<file path="config.mk">
export PLATFORM = sky130hd
export DESIGN_NAME = fetch_unit
export DESIGN_NICKNAME = d
export VERILOG_FILES = /design/src/rtl/cpu_pkg.sv /design/src/rtl/fetch_fifo.sv /design/src/rtl/fetch_unit.sv
export SDC_FILE = /design/constraint.sdc
export NUM_CORES = 1
export LEC_CHECK = 0
export ABC_AREA = 1
export ABC_CLOCK_PERIOD_IN_PS = 6050
export BUFFER_PORTS_ARGS = -buffer_cell sky130_fd_sc_hd__buf_2
export CAP_MARGIN = 10
export CORE_MARGIN = 2
export CORE_UTILIZATION = 50
export CTS_CLUSTER_DIAMETER = 60
export DETAILED_ROUTE_END_ITERATION = 8
export PLACE_DENSITY = 0.74
export SYNTH_ARGS = -nofsm -noshare
export SYNTH_HDL_FRONTEND = slang
export SYNTH_SLANG_ARGS = --single-unit
</file>
<file path="constraint.sdc">
create_clock -name clk -period 6.05 [get_ports clk]
set_input_delay 0 -clock clk [delete_from_list [all_inputs] [get_ports clk]]
set_output_delay 0 -clock clk [all_outputs]
set_load 0.005 [all_outputs]
</file>
<file path="src/rtl/cpu_pkg.sv">
// Shared CPU definitions: default widths, opcode constants and instruction field positions.
// Fetch forwards instructions undecoded; the decode helpers serve execute and the bench.
package cpu_pkg;

    localparam int DEF_ADDR_W = 16;
    localparam int DEF_DATA_W = 16;

    localparam logic [3:0] OP_MOV = 4'h0;
    localparam logic [3:0] OP_ADD = 4'h1;
    localparam logic [3:0] OP_JMP = 4'h2;

    localparam int OPC_HI   = 15;
    localparam int OPC_LO   = 12;
    localparam int IMM_HI   = 11;
    localparam int IMM_LO   = 4;
    localparam int SRC_A_HI = 11;
    localparam int SRC_A_LO = 8;
    localparam int SRC_B_HI = 7;
    localparam int SRC_B_LO = 4;
    localparam int DST_HI   = 3;
    localparam int DST_LO   = 0;

    function automatic logic [3:0] opcode_of(input logic [15:0] inst);
        return inst[OPC_HI:OPC_LO];
    endfunction

    function automatic logic [7:0] mov_imm_of(input logic [15:0] inst);
        return inst[IMM_HI:IMM_LO];
    endfunction

    function automatic logic [3:0] src_a_of(input logic [15:0] inst);
        return inst[SRC_A_HI:SRC_A_LO];
    endfunction

    function automatic logic [3:0] src_b_of(input logic [15:0] inst);
        return inst[SRC_B_HI:SRC_B_LO];
    endfunction

    function automatic logic [3:0] dst_of(input logic [15:0] inst);
        return inst[DST_HI:DST_LO];
    endfunction

    function automatic logic is_jump(input logic [15:0] inst);
        return opcode_of(inst) == OP_JMP;
    endfunction

endpackage

</file>
<file path="src/rtl/fetch_fifo.sv">
// Synchronous FIFO of {pc, inst} entries with flush; pointers wrap naturally (DEPTH is a power of 2).
module fetch_fifo #(
    parameter int WIDTH = 32,
    parameter int DEPTH = 2
) (
    input  logic                       clk,
    input  logic                       reset,
    input  logic                       flush,
    input  logic                       push,
    input  logic [WIDTH-1:0]           push_data,
    input  logic                       pop,
    output logic [WIDTH-1:0]           head,
    output logic [$clog2(DEPTH):0]     count
);

    localparam int PTR_W = $clog2(DEPTH);
    localparam int CNT_W = PTR_W + 1;

    logic [WIDTH-1:0] mem [DEPTH];
    logic [PTR_W-1:0] rd_ptr;
    logic [PTR_W-1:0] wr_ptr;
    logic             pop_ok;
    logic             push_ok;

    assign pop_ok  = pop && (count != '0);
    assign push_ok = push && ((count != CNT_W'(DEPTH)) || pop_ok);

    always_ff @(posedge clk) begin
        if (reset || flush) begin
            rd_ptr <= '0;
            wr_ptr <= '0;
            count  <= '0;
        end else begin
            if (push_ok)
                wr_ptr <= wr_ptr + PTR_W'(1);
            if (pop_ok)
                rd_ptr <= rd_ptr + PTR_W'(1);
            count <= count + CNT_W'(push_ok) - CNT_W'(pop_ok);
        end
    end

    // Storage carries no reset; occupancy is governed solely by the pointers and count.
    always_ff @(posedge clk) begin
        if (push_ok)
            mem[wr_ptr] <= push_data;
    end

    assign head = mem[rd_ptr];

endmodule

</file>
<file path="src/rtl/fetch_unit.sv">
// Instruction fetch: owns the fetch PC, issues imem reads under a credit limit and queues
// {pc, inst} for execute; a redirect from execute flushes all wrong-path work.
module fetch_unit
    import cpu_pkg::*;
#(
    parameter int                ADDR_W   = DEF_ADDR_W,
    parameter int                DATA_W   = DEF_DATA_W,
    parameter int                DEPTH    = 2,
    parameter logic [ADDR_W-1:0] RESET_PC = '0
) (
    input  logic              clk,
    input  logic              reset,
    output logic              imem_rd,
    output logic [ADDR_W-1:0] imem_addr,
    input  logic [DATA_W-1:0] imem_data,
    output logic              out_valid,
    input  logic              out_ready,
    output logic [DATA_W-1:0] out_inst,
    output logic [ADDR_W-1:0] out_pc,
    input  logic              redir_valid,
    input  logic [ADDR_W-1:0] redir_pc
);

    localparam int CNT_W  = $clog2(DEPTH) + 1;
    localparam int CRED_W = CNT_W + 1;
    localparam int ENT_W  = ADDR_W + DATA_W;

    logic [ADDR_W-1:0] fetch_pc;
    logic              vld_p1;
    logic [ADDR_W-1:0] pc_p1;
    logic              drop;
    logic              push;
    logic              pop;
    logic [CNT_W-1:0]  count;
    logic [CRED_W-1:0] credits;
    logic [ENT_W-1:0]  head;

    assign pop = out_valid && out_ready;

    // A pop this cycle frees its slot before the issued response can land, so it counts as a credit.
    assign credits   = CRED_W'(count) + CRED_W'(vld_p1) - CRED_W'(pop);
    assign imem_rd   = !reset && !redir_valid && (credits < CRED_W'(DEPTH));
    assign imem_addr = fetch_pc;

    // Issue stage -> response stage
    always_ff @(posedge clk) begin
        if (reset) begin
            fetch_pc <= RESET_PC;
            vld_p1   <= 1'b0;
        end else if (redir_valid) begin
            fetch_pc <= redir_pc;
            vld_p1   <= 1'b0;
        end else begin
            vld_p1 <= imem_rd;
            if (imem_rd)
                fetch_pc <= fetch_pc + ADDR_W'(1);
        end
    end

    always_ff @(posedge clk) begin
        if (imem_rd)
            pc_p1 <= fetch_pc;
    end

    // Response stage -> queue
    assign drop = vld_p1 && redir_valid;
    assign push = vld_p1 && !drop;

    fetch_fifo #(
        .WIDTH (ENT_W),
        .DEPTH (DEPTH)
    ) u_fifo (
        .clk       (clk),
        .reset     (reset),
        .flush     (redir_valid),
        .push      (push),
        .push_data ({pc_p1, imem_data}),
        .pop       (pop),
        .head      (head),
        .count     (count)
    );

    assign out_valid         = (count != '0);
    assign {out_pc, out_inst} = head;

endmodule

</file>
Yosys cells after proc, flatten, opt, wreduce, memory -nomap -nowiden
Memories as Yosys holds them, arrays and structs flattened. A register that Yosys moved wholly into a read port is not among the register bits.
Cells that the tools add are included.
{"block": "op_classes", "addsub": 7, "n_shift": 0, "multipliers": 0, "eq_ne": 1, "div": 0, "n_mux": 6, "n_reduce_logical": 15, "bitwise": 0, "order_cmp": 1}
{"operator": "16-bit 2-to-1 mux", "n": 2}
{"operator": "16-bit by 1-bit adder with 16-bit output (second input constant)", "n": 1}
{"operator": "1-bit logical AND", "n": 7}
{"operator": "1-bit 2-to-1 mux", "n": 4}
{"operator": "2-bit nonzero test", "n": 2}
{"operator": "2-bit by 1-bit adder with 3-bit output", "n": 1}
{"operator": "1-bit zero test", "n": 3}
{"operator": "3-bit by 2-bit less-than comparator with 1-bit output (second input constant)", "n": 1}
{"operator": "3-bit by 1-bit subtractor with 3-bit output", "n": 1}
{"operator": "1-bit adder (second input constant)", "n": 2}
{"operator": "2-bit by 1-bit adder with 2-bit output", "n": 1}
{"operator": "1-bit logical OR", "n": 2}
{"operator": "2-bit inequality test (second input constant)", "n": 1}
{"operator": "2-bit OR reduction", "n": 1}
{"operator": "2-bit by 1-bit subtractor with 2-bit output", "n": 1}
{"block": "word_totals", "n_memories": 1, "word_cells": 37, "romBits": 0, "regBits": 37, "mem_bits_rw": 64, "latch_bits": 0}
{"memory": "u_fifo.mem", "depth": 2, "word_bits": 32, "read_ports": 1, "rd_ports_with_merged_regs": 1, "write_ports": 1, "line_no": "fetch_fifo.sv:19", "source": "logic [WIDTH-1:0] mem [DEPTH];"}

Longest topological paths before layout
{"block": "depth", "depth_word": 7, "depth_mapped": 17, "ltp_nobuf": 16}

Modules after synthesis
Synthesis repeated with hierarchy kept, for this count alone.
{"block": "hier_totals", "hier_cells": 355, "hier_area_um2": 4446.8}
{"module": "fetch_fifo", "seq_area_each_um2": 2021.9, "area_per_inst_um2": 2712.6, "instances": 1, "cells_per_inst": 136}
{"module": "fetch_unit", "seq_area_each_um2": 820.8, "area_per_inst_um2": 1734.2, "instances": 1, "cells_per_inst": 219}

Least setup slack after synthesis
No wires, ideal clock.
{"block": "synth_path", "path_kind": "reg2reg", "from": "register u_fifo.count[1]", "to": "memory u_fifo.mem[1][0], enable pin", "n_path_buf": 0, "setup_ns": 0.423, "arrival_ns": 2.223, "synth_period_minus_slack_ns": 2.645, "path_stages_with_launch": 7, "setup_slack_ns": 3.405, "cell_sequence": "dfxtp_1 > inv_1 > nand2_1 > nand2_1 > nand3_1 > nand3_1 > nor2_1"}
{"block": "synth_via", "elab_chain_cells": 7}
{"item": "start, declared", "line_no": "fetch_fifo.sv:13", "source": "output logic [$clog2(DEPTH):0] count"}
{"item": "start signal, assigned", "line_no": "fetch_fifo.sv:38", "source": "count <= count + CNT_W'(push_ok) - CNT_W'(pop_ok);"}
{"item": "2-bit nonzero test *", "line_no": "fetch_unit.sv:83", "source": "assign out_valid = (count != '0);"}
{"item": "via out_valid", "line_no": "fetch_unit.sv:16", "source": "output logic out_valid,"}
{"item": "1-bit logical AND", "line_no": "fetch_unit.sv:38", "source": "assign pop = out_valid && out_ready;"}
{"item": "1-bit logical AND *", "line_no": "fetch_fifo.sv:25", "source": "assign pop_ok = pop && (count != '0);"}
{"item": "1-bit logical OR *", "line_no": "fetch_fifo.sv:26", "source": "assign push_ok = push && ((count != CNT_W'(DEPTH)) || pop_ok);"}
{"item": "1-bit logical AND *", "line_no": "fetch_fifo.sv:26"}
{"item": "1-bit 2-to-1 mux *", "line_no": "fetch_fifo.sv:44", "source": "if (push_ok)"}
{"item": "1-bit 2-to-1 mux (implied by the code) *", "line_no": "fetch_fifo.sv:45", "source": "mem[wr_ptr] <= push_data;"}
{"item": "end, declared", "line_no": "fetch_fifo.sv:19"}
The timed path passes the listed nets; every way through them passes the cells marked *.

Worst setup path after layout
{"block": "layout_path", "from": "register u_fifo.count[1]", "to": "register fetch_pc[6] (netlist: imem_addr[6])"}
{"block": "layout_via", "elab_chain_cells": 6}
{"item": "branches (longest 2 deep; another with 2-bit by 1-bit adder with 3-bit output)"}
{"item": "3-bit by 1-bit subtractor with 3-bit output *", "line_no": "fetch_unit.sv:41", "source": "assign credits = CRED_W'(count) + CRED_W'(vld_p1) - CRED_W'(pop);"}
{"item": "3-bit by 2-bit less-than comparator with 1-bit output *", "line_no": "fetch_unit.sv:42", "source": "assign imem_rd = !reset && !redir_valid && (credits < CRED_W'(DEPTH));"}
{"item": "1-bit logical AND *", "line_no": "fetch_unit.sv:42"}
{"item": "2-bit nonzero test (no line) *"}
{"item": "end signal, assigned", "line_no": "fetch_unit.sv:51", "source": "fetch_pc <= redir_pc;"}
{"item": "end signal, assigned", "line_no": "fetch_unit.sv:56", "source": "fetch_pc <= fetch_pc + ADDR_W'(1);"}
{"item": "end, declared", "line_no": "fetch_unit.sv:28", "source": "logic [ADDR_W-1:0] fetch_pc;"}
Every way passes the cells marked *.
A chain may end at the register's enable or synchronous reset.

==> impl_metrics.json <==
{
  "worst_pin_slew_ps": 938,
  "setup_viol": 0,
  "synthCells": 353,
  "cts.clk_slew.worst_paths_ps": 100,
  "grt_pass1_vias": 2893,
  "worstPathArrival_ps": 3320,
  "synth_seq_cells": 102,
  "cp-start-kind": "register",
  "final_util_pct": 64.2,
  "port_buffers": 85,
  "synth_compound_area_share_pct": 4.13,
  "finalCritPeriodShare_pct": 50.6,
  "finalHoldViolations": 0,
  "cts_inserted_buffers": 9,
  "grt_pass1_wl_um": 13000,
  "hold_class": "primary input to register",
  "yosysTopAreaCellShare_pct": 56.3,
  "critical-path-top-delay-family": "simple AND/OR/NAND/NOR gates",
  "vias_per_cell": 5.07,
  "row_count": 33,
  "worstPathCellList": "inv_1 > nand2_1 > nand2_1 > inv_1 > ha_1 > inv_1 > nand2_1 > fa_1 > nand2_4 > a21oi_4 > nor2_1 > nand2_1 > nand3_1 > nand2_1 > inv_1",
  "die_h_um": 96.4,
  "diodes": 0,
  "n_fill_cell": 635,
  "place_hpwl_um": 5380,
  "leakage_nw": 2.15,
  "wire_per_inst_um": 14.0,
  "synthesis.nets": 394,
  "fin_nets": 513,
  "synthMuxAreaShare_pct": 8.68,
  "io_pins": 86,
  "fmax_mhz": 327,
  "cp_slowest_cell": "a21oi_4",
  "drc_errors": 0,
  "max-cap-violations": 0,
  "fin_tns_setup_ps": 0,
  "critPathMaxStageDelay_ps": 700,
  "track_usage_pct": 18.5,
  "tritoncts": "yes",
  "grt_antenna_before_repair": 0,
  "first_pass_iters": 4,
  "globalplace.congestion": 0.849,
  "cts.sinks": 102,
  "vias": 2952,
  "dpl.cell_count": 535,
  "slew_violations": 0,
  "worstSkewPairLatency_ps": 350,
  "fin_crit_ps": 3060,
  "fin_cells": 582,
  "cp_max_fo": 31,
  "drt_iter0_markers": 134,
  "die_w_um": 96.4,
  "syn_area_um2": 4270,
  "crit_top_cell": "nand2_1",
  "areaGrowthSynthToFinish_pct": 24.2,
  "synth_top_family_by_area": "simple AND/OR/NAND/NOR gates",
  "yosysUniqueCellTypes": 29,
  "cts_root_buf": "clkbuf_8",
  "skew_ps": 6.33,
  "worstSetupPathType": "register to register",
  "antenna_left": 0,
  "initial_core_util_pct": 51.7,
  "crit_buf_inv": 4,
  "layout-drive-gt1-share_pct": 29.6,
  "core_area_um2": 8260,
  "end_kind": "register",
  "status": "finished clean",
  "yosys_warnings": 0,
  "p_per_area_nw_per_um2": 251,
  "synth_fa_ha_area_share_pct": 1.64,
  "fin_area_um2": 5300,
  "rsz0062_at_grt": "no",
  "yosysTopAreaCell": "edfxtp_1",
  "slew_headroom_pct": 37.3,
  "drt-total-wl_um": 8150,
  "worstPathRequired_ps": 6310,
  "cts_buffer_depth": 2,
  "ir_drop_v": 0.000125,
  "yosysSeqAreaShare_pct": 66.6,
  "synth_xor_area_share_pct": 0.616,
  "grt_max_degree": 34,
  "synth_area_leaders": "edfxtp_1 (56%), dfxtp_1 (10%), mux2_2 (7.9%)",
  "die_area_um2": 9290,
  "htree_levels": 3,
  "placed_area_um2": 4790,
  "grt_overflow": 0,
  "synthSimpleGateAreaFrac_pct": 13.5,
  "syn_area_per_cell_um2": 12.1,
  "whs_ps": 23.9
}
[final cells by class]
type / count / area (um2) / share of cell area [%]
Multi-Input combinational cell: 202 / 1230 / 23.3
Clock inverter: 7 / 73.8 / 1.39
Clock buffer: 9 / 124 / 2.34
Sequential cell: 102 / 2840 / 53.6
Inverter: 40 / 150 / 2.83
Timing Repair Buffer: 117 / 743 / 14.0
Tap cell: 105 / 131 / 2.48
[Yosys cell counts, drive strengths merged]
cell    instances
xor2            1
inv            39
clkinv          1
or2             1
dfxtp          22
clkbuf          3
buf             6
mux2           32
o21ai           7
mux2i           1
fa              1
o21bai          4
nand4           4
nand3          32
nor2           24
xnor2           2
a21oi          17
ha              4
nand2          70
a22oi           2
edfxtp         80
[layer usage]
layer / up-vias / wire length, um / GRT usage [%]
li1: 1451 / - / -
met2: 121 / 3940 / 30.8
met4: 0 / 41 / 7.98
met5: - / 0 / 0
met1: 1374 / 3550 / 23.4
met3: 6 / 625 / 4.11
[cells in the final DEF (no fill, tap or decap), drive strengths merged, types with 7 or more instances in the layout]
| cell | netlist | layout |
|---|---|---|
| nor2 | 24 | 24 |
| clkbuf | 3 | 9 |
| mux2 | 32 | 32 |
| nand3 | 32 | 32 |
| edfxtp | 80 | 80 |
| inv | 39 | 40 |
| dlygate4sd3 | 0 | 31 |
| o21ai | 7 | 7 |
| nand2 | 70 | 70 |
| a21oi | 17 | 17 |
| dfxtp | 22 | 22 |
| buf | 6 | 86 |
[worst reg2reg max path: cells and delay by family (launching register included)]
family	cells	cell delay, ps
AO/OA/AOI/OAI	1	700
adder cells (fa/ha/maj)	2	770
AND/OR/NAND/NOR	8	810
flip-flops	1	440
buffers and inverters	4	260
[flip-flops by register name, summed over array words and instances, names as in the netlist, named ones only]
name           flops
u_fifo.rd_ptr      1
u_fifo.mem        64
pc_p1             16
u_fifo.count       2
vld_p1             1
imem_addr         16
u_fifo.wr_ptr      1
[per-stage QoR]
| step | setup slack [ps] | power [mW] |
|---|---|---|
| 6_report | 2990 | 1.33 |
| 5_1_grt | 2710 | 1.39 |
| 4_1_cts | 2990 | 1.34 |
| 3_5_place_dp | 3020 | 0.913 |
| 3_3_place_gp | 3180 | 0.908 |
| 2_1_floorplan | 3400 | 0.867 |
[cell families after synthesis]
| kind of cell | Yosys count |
|---|---|
| multiplexers | 33 |
| XOR/XNOR | 3 |
| buffers and inverters | 49 |
| flip-flops | 102 |
| AND/OR/NAND/NOR | 131 |
| adder cells (fa/ha/maj) | 5 |
| AO/OA/AOI/OAI | 30 |
[where the power goes]
group / switching, mW / internal (mW) / total, mW
combinational: 0.0568 / 0.0537 / 0.110
clock: 0.227 / 0.193 / 0.419
sequential: 0.0193 / 0.782 / 0.802
[final timing paths]
check,cells past startpoint,from,endpoint,slack [ps]
worst max-delay path,15,u_fifo.count[1]$_SDFF_PN0_,imem_addr[6]$_SDFFE_PP0P_,2990
worst min-delay path,5,redir_pc[15],imem_addr[15]$_SDFFE_PP0P_,20
worst max register to register,15,u_fifo.count[1]$_SDFF_PN0_,imem_addr[6]$_SDFFE_PP0P_,2990
worst min register to register,0,pc_p1[5]$_DFFE_PP_,u_fifo.mem[1][21]$_DFFE_PP_,450
[timing repair]
| action | CTS | global route |
|---|---|---|
| buffers inserted | 0 | 0 |
| gates resized for setup | 0 | 0 |
| endpoints found under the hold margin | 47 | 0 |
| hold buffers | 31 | 0 |
(Power assumes the default switching activity.)
